**config.mk**
```make
export PLATFORM = sky130hd
export DESIGN_NAME = filterbank_reorder_flat
export DESIGN_NICKNAME = d
export VERILOG_FILES = /design/src/rtl/filterbank_reorder_pkg.sv /design/src/rtl/filterbank_reorder_if.sv /design/src/rtl/filterbank_reorder_pingpong_ram.sv /design/src/rtl/filterbank_reorder.sv /design/src/flat_wrapper.sv
export SDC_FILE = /design/constraint.sdc
export NUM_CORES = 1
export LEC_CHECK = 0
export BUFFER_PORTS_ARGS = -buffer_cell sky130_fd_sc_hd__buf_2
export CAP_MARGIN = 10
export CORE_ASPECT_RATIO = 1.1
export CORE_UTILIZATION = 32
export CTS_CLUSTER_SIZE = 14
export DETAILED_ROUTE_END_ITERATION = 7
export PLACE_DENSITY = 0.49
export SLEW_MARGIN = 15
export SYNTH_ARGS = -nofsm -noshare
export SYNTH_HDL_FRONTEND = slang
export SYNTH_SLANG_ARGS = --single-unit
```
**constraint.sdc**
```tcl
create_clock -name clk -period 5.3 [get_ports clk]
set_input_delay 0.53 -clock clk [delete_from_list [all_inputs] [get_ports clk]]
set_output_delay 0.53 -clock clk [all_outputs]
set_load 0.02 [all_outputs]
```
**src/rtl/filterbank_reorder_pkg.sv**
```systemverilog
// Shared definitions for the filterbank output reorder block: default
// geometry and the read-side FSM state encoding.
package filterbank_reorder_pkg;

   localparam int FB_N     = 8;   // filters per frame (power of 2)
   localparam int FB_LOGN  = 3;   // log2(FB_N)
   localparam int FB_WDTH  = 32;  // packed complex sample width
   localparam int FB_MWDTH = 1;   // side-band metadata width

   typedef enum logic {
      RD_IDLE = 1'b0,
      RD_READ = 1'b1
   } rd_state_e;

endpackage

```
**src/rtl/filterbank_reorder_if.sv**
```systemverilog
// Sample stream bundle: data, valid strobe, metadata and frame-start marker.
// The producer uses the master modport, the consumer the slave modport.
interface filterbank_reorder_if #(
   parameter int WDTH  = 32,
   parameter int MWDTH = 1
);
   logic [WDTH-1:0]  data;
   logic             nd;
   logic [MWDTH-1:0] m;
   logic             first;

   modport master (output data, output nd, output m, output first);
   modport slave  (input  data, input  nd, input  m, input  first);
endinterface

```
**src/rtl/filterbank_reorder_pingpong_ram.sv**
```systemverilog
// Simple dual-port RAM holding both ping-pong banks. Address is {bank,index}.
// The read port is registered and read-first, so a write and a read to the
// same word in one cycle returns the old contents.
module filterbank_reorder_pingpong_ram #(
   parameter int AW   = 4,
   parameter int WDTH = 32
) (
   input  logic            clk,
   input  logic            srst,
   input  logic            we,
   input  logic [AW-1:0]   waddr,
   input  logic [WDTH-1:0] wdata,
   input  logic            re,
   input  logic [AW-1:0]   raddr,
   output logic [WDTH-1:0] rdata
);

   logic [WDTH-1:0] mem [2**AW];
   logic [WDTH-1:0] rdata_q;

   // Write port: plain array store so the tools map it to block RAM.
   always_ff @(posedge clk) begin
      if (we) begin
         mem[waddr] <= wdata;
      end
   end

   // Registered read port; cleared by reset so the output word starts at zero.
   always_ff @(posedge clk) begin
      if (srst) begin
         rdata_q <= '0;
      end else if (re) begin
         rdata_q <= mem[raddr];
      end
   end

   assign rdata = rdata_q;

endmodule

```
**src/rtl/filterbank_reorder.sv**
```systemverilog
// Collects N-sample filterbank frames into a ping-pong buffer and re-emits
// each frame in reversed filter order (N-1 down to 0). Frame alignment is
// checked against the first marker; any protocol violation sets a sticky error.
module filterbank_reorder
   import filterbank_reorder_pkg::*;
#(
   parameter int N     = FB_N,
   parameter int LOGN  = FB_LOGN,
   parameter int WDTH  = FB_WDTH,
   parameter int MWDTH = FB_MWDTH
) (
   input  logic                 clk,
   input  logic                 rst_n,   // active-high synchronous reset
   filterbank_reorder_if.slave  in_if,
   filterbank_reorder_if.master out_if,
   output logic                 error
);

   localparam logic [LOGN-1:0] LAST_IDX = LOGN'(N - 1);

   // write side
   logic [LOGN-1:0]  wcnt_q, wcnt_d;
   logic             wbank_q, wbank_d;
   logic             drop_q, drop_d;
   logic [1:0]       full_q, full_d;
   logic [MWDTH-1:0] meta_q [2];
   logic [MWDTH-1:0] meta_d [2];
   logic             error_q, error_d;
   logic             wr_en;
   logic [LOGN-1:0]  wr_idx;
   logic             wr_done;
   logic             wbank_busy;

   // read side
   rd_state_e        state_q, state_d;
   logic             rbank_q, rbank_d;
   logic [LOGN-1:0]  rcnt_q, rcnt_d;
   logic             rd_issue;
   logic             rd_last;

   // output registers
   logic             out_nd_q, out_nd_d;
   logic             out_first_q, out_first_d;
   logic [MWDTH-1:0] out_m_q, out_m_d;
   logic [WDTH-1:0]  ram_rdata;

   // A frame completes when the last filter index is stored; the reader
   // finishes a bank when it issues index 0 (rcnt at its last value).
   assign wr_done    = in_if.nd && !in_if.first && !drop_q && (wcnt_q == LAST_IDX);
   assign rd_last    = (state_q == RD_READ) && (rcnt_q == LAST_IDX);
   // A bank being released this very cycle counts as free for a new frame.
   assign wbank_busy = full_q[wbank_q] && !(rd_last && (rbank_q == wbank_q));

   // Writer: frame alignment, bank filling, overflow dropping, error flag.
   always_comb begin
      wcnt_d  = wcnt_q;
      wbank_d = wbank_q;
      drop_d  = drop_q;
      full_d  = full_q;
      meta_d  = meta_q;
      error_d = error_q;
      wr_en   = 1'b0;
      wr_idx  = wcnt_q;
      if (rd_last) begin
         full_d[rbank_q] = 1'b0;
      end
      if (in_if.nd) begin
         if (in_if.first) begin
            if (wcnt_q != '0) begin
               error_d = 1'b1;   // partial frame abandoned
            end
            if (wbank_busy) begin
               error_d = 1'b1;   // overflow: discard the whole new frame
               drop_d  = 1'b1;
               wcnt_d  = '0;
            end else begin
               wr_en           = 1'b1;
               wr_idx          = '0;
               meta_d[wbank_q] = in_if.m;
               wcnt_d          = LOGN'(1);
               drop_d          = 1'b0;
            end
         end else if (!drop_q) begin
            if (wcnt_q == '0) begin
               error_d = 1'b1;   // sample without a frame start
            end else begin
               wr_en = 1'b1;
               if (wr_done) begin
                  full_d[wbank_q] = 1'b1;
                  wbank_d         = ~wbank_q;
                  wcnt_d          = '0;
               end else begin
                  wcnt_d = wcnt_q + LOGN'(1);
               end
            end
         end
      end
   end

   // Writer state registers.
   always_ff @(posedge clk) begin
      if (rst_n) begin
         wcnt_q    <= '0;
         wbank_q   <= 1'b0;
         drop_q    <= 1'b0;
         full_q    <= '0;
         meta_q[0] <= '0;
         meta_q[1] <= '0;
         error_q   <= 1'b0;
      end else begin
         wcnt_q  <= wcnt_d;
         wbank_q <= wbank_d;
         drop_q  <= drop_d;
         full_q  <= full_d;
         meta_q  <= meta_d;
         error_q <= error_d;
      end
   end

   // Reader FSM: walk a full bank from index N-1 down to 0, chaining straight
   // into the other bank when it is (or is just becoming) full.
   always_comb begin
      state_d  = state_q;
      rbank_d  = rbank_q;
      rcnt_d   = rcnt_q;
      rd_issue = 1'b0;
      case (state_q)
         RD_IDLE: begin
            if (wr_done) begin
               state_d = RD_READ;
               rbank_d = wbank_q;
               rcnt_d  = '0;
            end
         end
         RD_READ: begin
            rd_issue = 1'b1;
            rcnt_d   = rcnt_q + LOGN'(1);
            if (rd_last) begin
               rcnt_d = '0;
               if (full_q[~rbank_q] || (wr_done && (wbank_q != rbank_q))) begin
                  rbank_d = ~rbank_q;
               end else begin
                  state_d = RD_IDLE;
               end
            end
         end
         default: state_d = RD_IDLE;
      endcase
   end

   // Reader FSM state register.
   always_ff @(posedge clk) begin
      if (rst_n) begin
         state_q <= RD_IDLE;
         rbank_q <= 1'b0;
         rcnt_q  <= '0;
      end else begin
         state_q <= state_d;
         rbank_q <= rbank_d;
         rcnt_q  <= rcnt_d;
      end
   end

   // Output strobes line up with the registered RAM read (one cycle behind issue).
   always_comb begin
      out_nd_d    = rd_issue;
      out_first_d = rd_issue && (rcnt_q == '0);
      out_m_d     = out_m_q;
      if (rd_issue) begin
         out_m_d = meta_q[rbank_q];
      end
   end

   // Output registers.
   always_ff @(posedge clk) begin
      if (rst_n) begin
         out_nd_q    <= 1'b0;
         out_first_q <= 1'b0;
         out_m_q     <= '0;
      end else begin
         out_nd_q    <= out_nd_d;
         out_first_q <= out_first_d;
         out_m_q     <= out_m_d;
      end
   end

   filterbank_reorder_pingpong_ram #(
      .AW   (LOGN + 1),
      .WDTH (WDTH)
   ) u_ram (
      .clk   (clk),
      .srst  (rst_n),
      .we    (wr_en),
      .waddr ({wbank_q, wr_idx}),
      .wdata (in_if.data),
      .re    (rd_issue),
      .raddr ({rbank_q, LAST_IDX - rcnt_q}),
      .rdata (ram_rdata)
   );

   assign out_if.data  = ram_rdata;
   assign out_if.nd    = out_nd_q;
   assign out_if.m     = out_m_q;
   assign out_if.first = out_first_q;
   assign error        = error_q;

endmodule
```
**src/flat_wrapper.sv**
```systemverilog
// flat-port wrapper written by rule: the top's interface ports become plain ports
module filterbank_reorder_flat import filterbank_reorder_pkg::*;
#(
   parameter int N     = FB_N,
   parameter int LOGN  = FB_LOGN,
   parameter int WDTH  = FB_WDTH,
   parameter int MWDTH = FB_MWDTH
)
  (clk, rst_n, error, in_if_data, in_if_nd, in_if_m, in_if_first, out_if_data, out_if_nd, out_if_m, out_if_first);
  filterbank_reorder_if #(.WDTH(WDTH), .MWDTH(MWDTH)) in_if_i ();
  filterbank_reorder_if #(.WDTH(WDTH), .MWDTH(MWDTH)) out_if_i ();
  input  logic clk;
  input  logic rst_n;
  output logic error;
  input wire logic [$bits(in_if_i.data)-1:0] in_if_data;
  input wire logic [$bits(in_if_i.nd)-1:0] in_if_nd;
  input wire logic [$bits(in_if_i.m)-1:0] in_if_m;
  input wire logic [$bits(in_if_i.first)-1:0] in_if_first;
  output wire logic [$bits(out_if_i.data)-1:0] out_if_data;
  output wire logic [$bits(out_if_i.nd)-1:0] out_if_nd;
  output wire logic [$bits(out_if_i.m)-1:0] out_if_m;
  output wire logic [$bits(out_if_i.first)-1:0] out_if_first;
  assign in_if_i.data = in_if_data;
  assign in_if_i.nd = in_if_nd;
  assign in_if_i.m = in_if_m;
  assign in_if_i.first = in_if_first;
  assign out_if_data = out_if_i.data;
  assign out_if_nd = out_if_i.nd;
  assign out_if_m = out_if_i.m;
  assign out_if_first = out_if_i.first;
  filterbank_reorder #(.N(N), .LOGN(LOGN), .WDTH(WDTH), .MWDTH(MWDTH)) u_core (.clk(clk), .rst_n(rst_n), .in_if(in_if_i), .out_if(out_if_i), .error(error));
endmodule
```
==> reports/metrics.cfg <==
[setup_path]
r2r-end=u_core.u_ram.mem[4][2]$_DFFE_PP_
r2r-start=u_core.rcnt_q[1]$_SDFFE_PP0P_
path_class=flop to flop
worstPathMaxFanout=29
end_kind=flop
cp-start-kind=flop
critPathRequiredTime_ps=5590
arrival_ps=3770
rrSetupSlack_ps=1820
slowest_stage=a21oi_4
reg2regPathDepth=7
crit_path_cell_trace=ha_1, ha_1, nand3_1, a32oi_1, nand3_1, a21oi_4, buf_12
cp_slowest_stage_delay_ps=720

[timing]
max_freq_mhz=287
skew_ps=14.9
min_period_ps=3480
rsz0062_at_grt=false
finalCritPeriodShare=0.657
tightest_slew_ps=1270
hold_violations=0
maxSlewHeadroom=0.155
tns_ps=0
slew_violations=0
setup_viol_count_final=0

[cts]
hold_buffers=0
numCtsBuffers=57
cts_tree=done
clock_latency_ps=610
ctsHtreeMaxLevel=2
clockRootBuffer=clkbuf_16
cts_resized=0
cts_max_path_buffers=3
clkTransAtPathRegs_ps=60
cts_setup_buffers=0
clock_sinks=562

[logic_synthesis]
synth_top_cells_by_count=512 x edfxtp_1, 204 x mux2i_1, 86 x nand3_1
yosysSeqAreaShare=0.756
syn_area_um2=21700
synth_most_common_cell=edfxtp_1
synth-main-ff-cell=edfxtp_1
yosysTopAreaCell=edfxtp_1
synthCells=1238
yosys_warnings=0
async_flop_share=0
synth_area_leaders=edfxtp_1 71%, mux2i_1 9.4%, dfxtp_1 4.6%, a22oi_1 2.9%, mux4_1 2.1%
synth_top_area_frac=0.710
synth_edf_count=512
post_synth.cell_area_avg_um2=17.5
ys_seq_elements=562
synth_nets=1281
yosysUniqueCellTypes=48

[layout]
drive_gt1_frac=0.168
finish.utilization=0.376
num-nets-final=1371
n_antenna_cell=0
syn_to_final_growth_pct=15.6

[route]
vias=11100
drc_errors=0
first_pass_iters=5
topRoutingLayerUsed=met5
met3_length_um=2130
dr_wl_met2_um=23500
wl_um=49800
wirelength_met1_um=22900
antenna_left=0
viasPerCell=4.97
wl_per_cell_um=22.3
drtIter0Drc=770

[worst_hold_path]
hold_path.class=input port to flop
whs_path_depth=3
hold_path.startpoint=in_if_m
min_to=u_core.meta_q[0]$_SDFFE_PP0P_

[grt]
grt_usage=0.145
grt_pass1_wl_um=73900
grt-ovfl-total=0
grt_max_degree=147
antenna_found_initial=2
grt_pass1_vias=11300

[floorplan]
dieWidth_um=250
die-area_um2=68700
die_h_um=275
boundaryPins=73
start_util=0.325
num_rows=99
core_um2=66600

[job]
max_cap_violations=0

[power]
ir_drop_mv=0.247
p_leak_nw=7.74
power_density_nw_per_um2=357

[outcome]
status=finished clean

[placed_design]
dp.final_hpwl_um=27800
portBuffers=72
routabilityCongestion=0.778

metrics by stage:
step | setup slack [ps] | total power [mW] | area (µm²) | instances | hold slack [ps]
detailed placement | 1860 | 5.12 | 23200 | 2127 | 441
global placement | 1870 | 5.12 | 23100 | 2123 | 438
CTS | 1830 | 9.07 | 25100 | 2231 | 164
finish | 1820 | 8.95 | 25100 | 2231 | 199
floorplan | 1170 | 5.02 | 21700 | 1238 | 460
global route | 1650 | 9.22 | 25100 | 2231 | 210
routing by layer:
metal  up-vias  global-route usage
met5         -                   0
met4         4              0.0425
met3        79              0.0277
met2       226               0.237
met1      5665               0.196
li1       5105                   -
cell families (layout without fill, tap and decap cells):
logic type,count (synthesis),count (layout),share of synthesized area
flops,562,562,0.756
compound gates,148,148,0.0479
simple gates,204,204,0.0447
mux,239,239,0.130
fa+ha+maj,6,6,0.00347
xor+xnor,1,1,0.000404
buf+inv,78,213,0.0176
power by group:
group / switching (mW) / total, mW / internal (mW)
clock network: 1.62 / 3.92 / 2.30
logic: 0.124 / 0.154 / 0.0298
registers: 0.0114 / 4.87 / 4.86
total: 1.75 / 8.95 / 7.20
layout by cell type, fill, tap and decap left out, types with 11 or more instances in the layout:
cell,Yosys,final
a21oi_1,39,37
a22oi_1,84,84
buf_2,28,72
buf_4,3,23
clkbuf_1,35,19
clkbuf_16,0,58
dfxtp_1,50,48
edfxtp_1,512,512
mux2i_1,204,204
mux4_1,17,17
mux4_2,11,11
nand2_1,66,66
nand3_1,86,86
nor2_4,0,13
worst max-delay path, delay by kind of cell, from the launching register on:
kind | cells | cell delay [ps]
flops | 1 | 680
fa+ha+maj | 2 | 550
simple gates | 2 | 510
buf+inv | 1 | 280
compound gates | 2 | 1140
final cells by class:
type,instances,area (µm²)
tap,858,1070
timing repair buffer,102,703
clock buffer,81,1580
inverter,7,26.3
sequential,562,16400
multi-input combinational,598,5040
clock inverter,23,245
fill,6162,41600
state kept, by name, indices dropped and copies added, names as in the netlist, 2 cells and up:
register / cells
u_core.full_q: 2
u_core.u_ram.mem: 512
u_core.u_ram.rdata: 32
u_core.wcnt_q: 3
u_core.meta_q: 2
u_core.rcnt_q: 3
worst max-delay path by stage:
stage | start | end | slack (ps) | cells past startpoint
floorplan | in_if_first | u_core.u_ram.mem[15][0]$_DFFE_PP_ | 1170 | 4
global placement | u_core.rcnt_q[1]$_SDFFE_PP0P_ | u_core.u_ram.mem[9][14]$_DFFE_PP_ | 1870 | 6
detailed placement | u_core.rcnt_q[1]$_SDFFE_PP0P_ | u_core.u_ram.mem[13][14]$_DFFE_PP_ | 1860 | 7
CTS | u_core.rcnt_q[1]$_SDFFE_PP0P_ | u_core.u_ram.mem[13][20]$_DFFE_PP_ | 1830 | 7
global route | u_core.rcnt_q[1]$_SDFFE_PP0P_ | u_core.u_ram.mem[13][20]$_DFFE_PP_ | 1650 | 7
finish | u_core.rcnt_q[1]$_SDFFE_PP0P_ | u_core.u_ram.mem[4][2]$_DFFE_PP_ | 1820 | 7
Power figures use the tool's default switching activity.
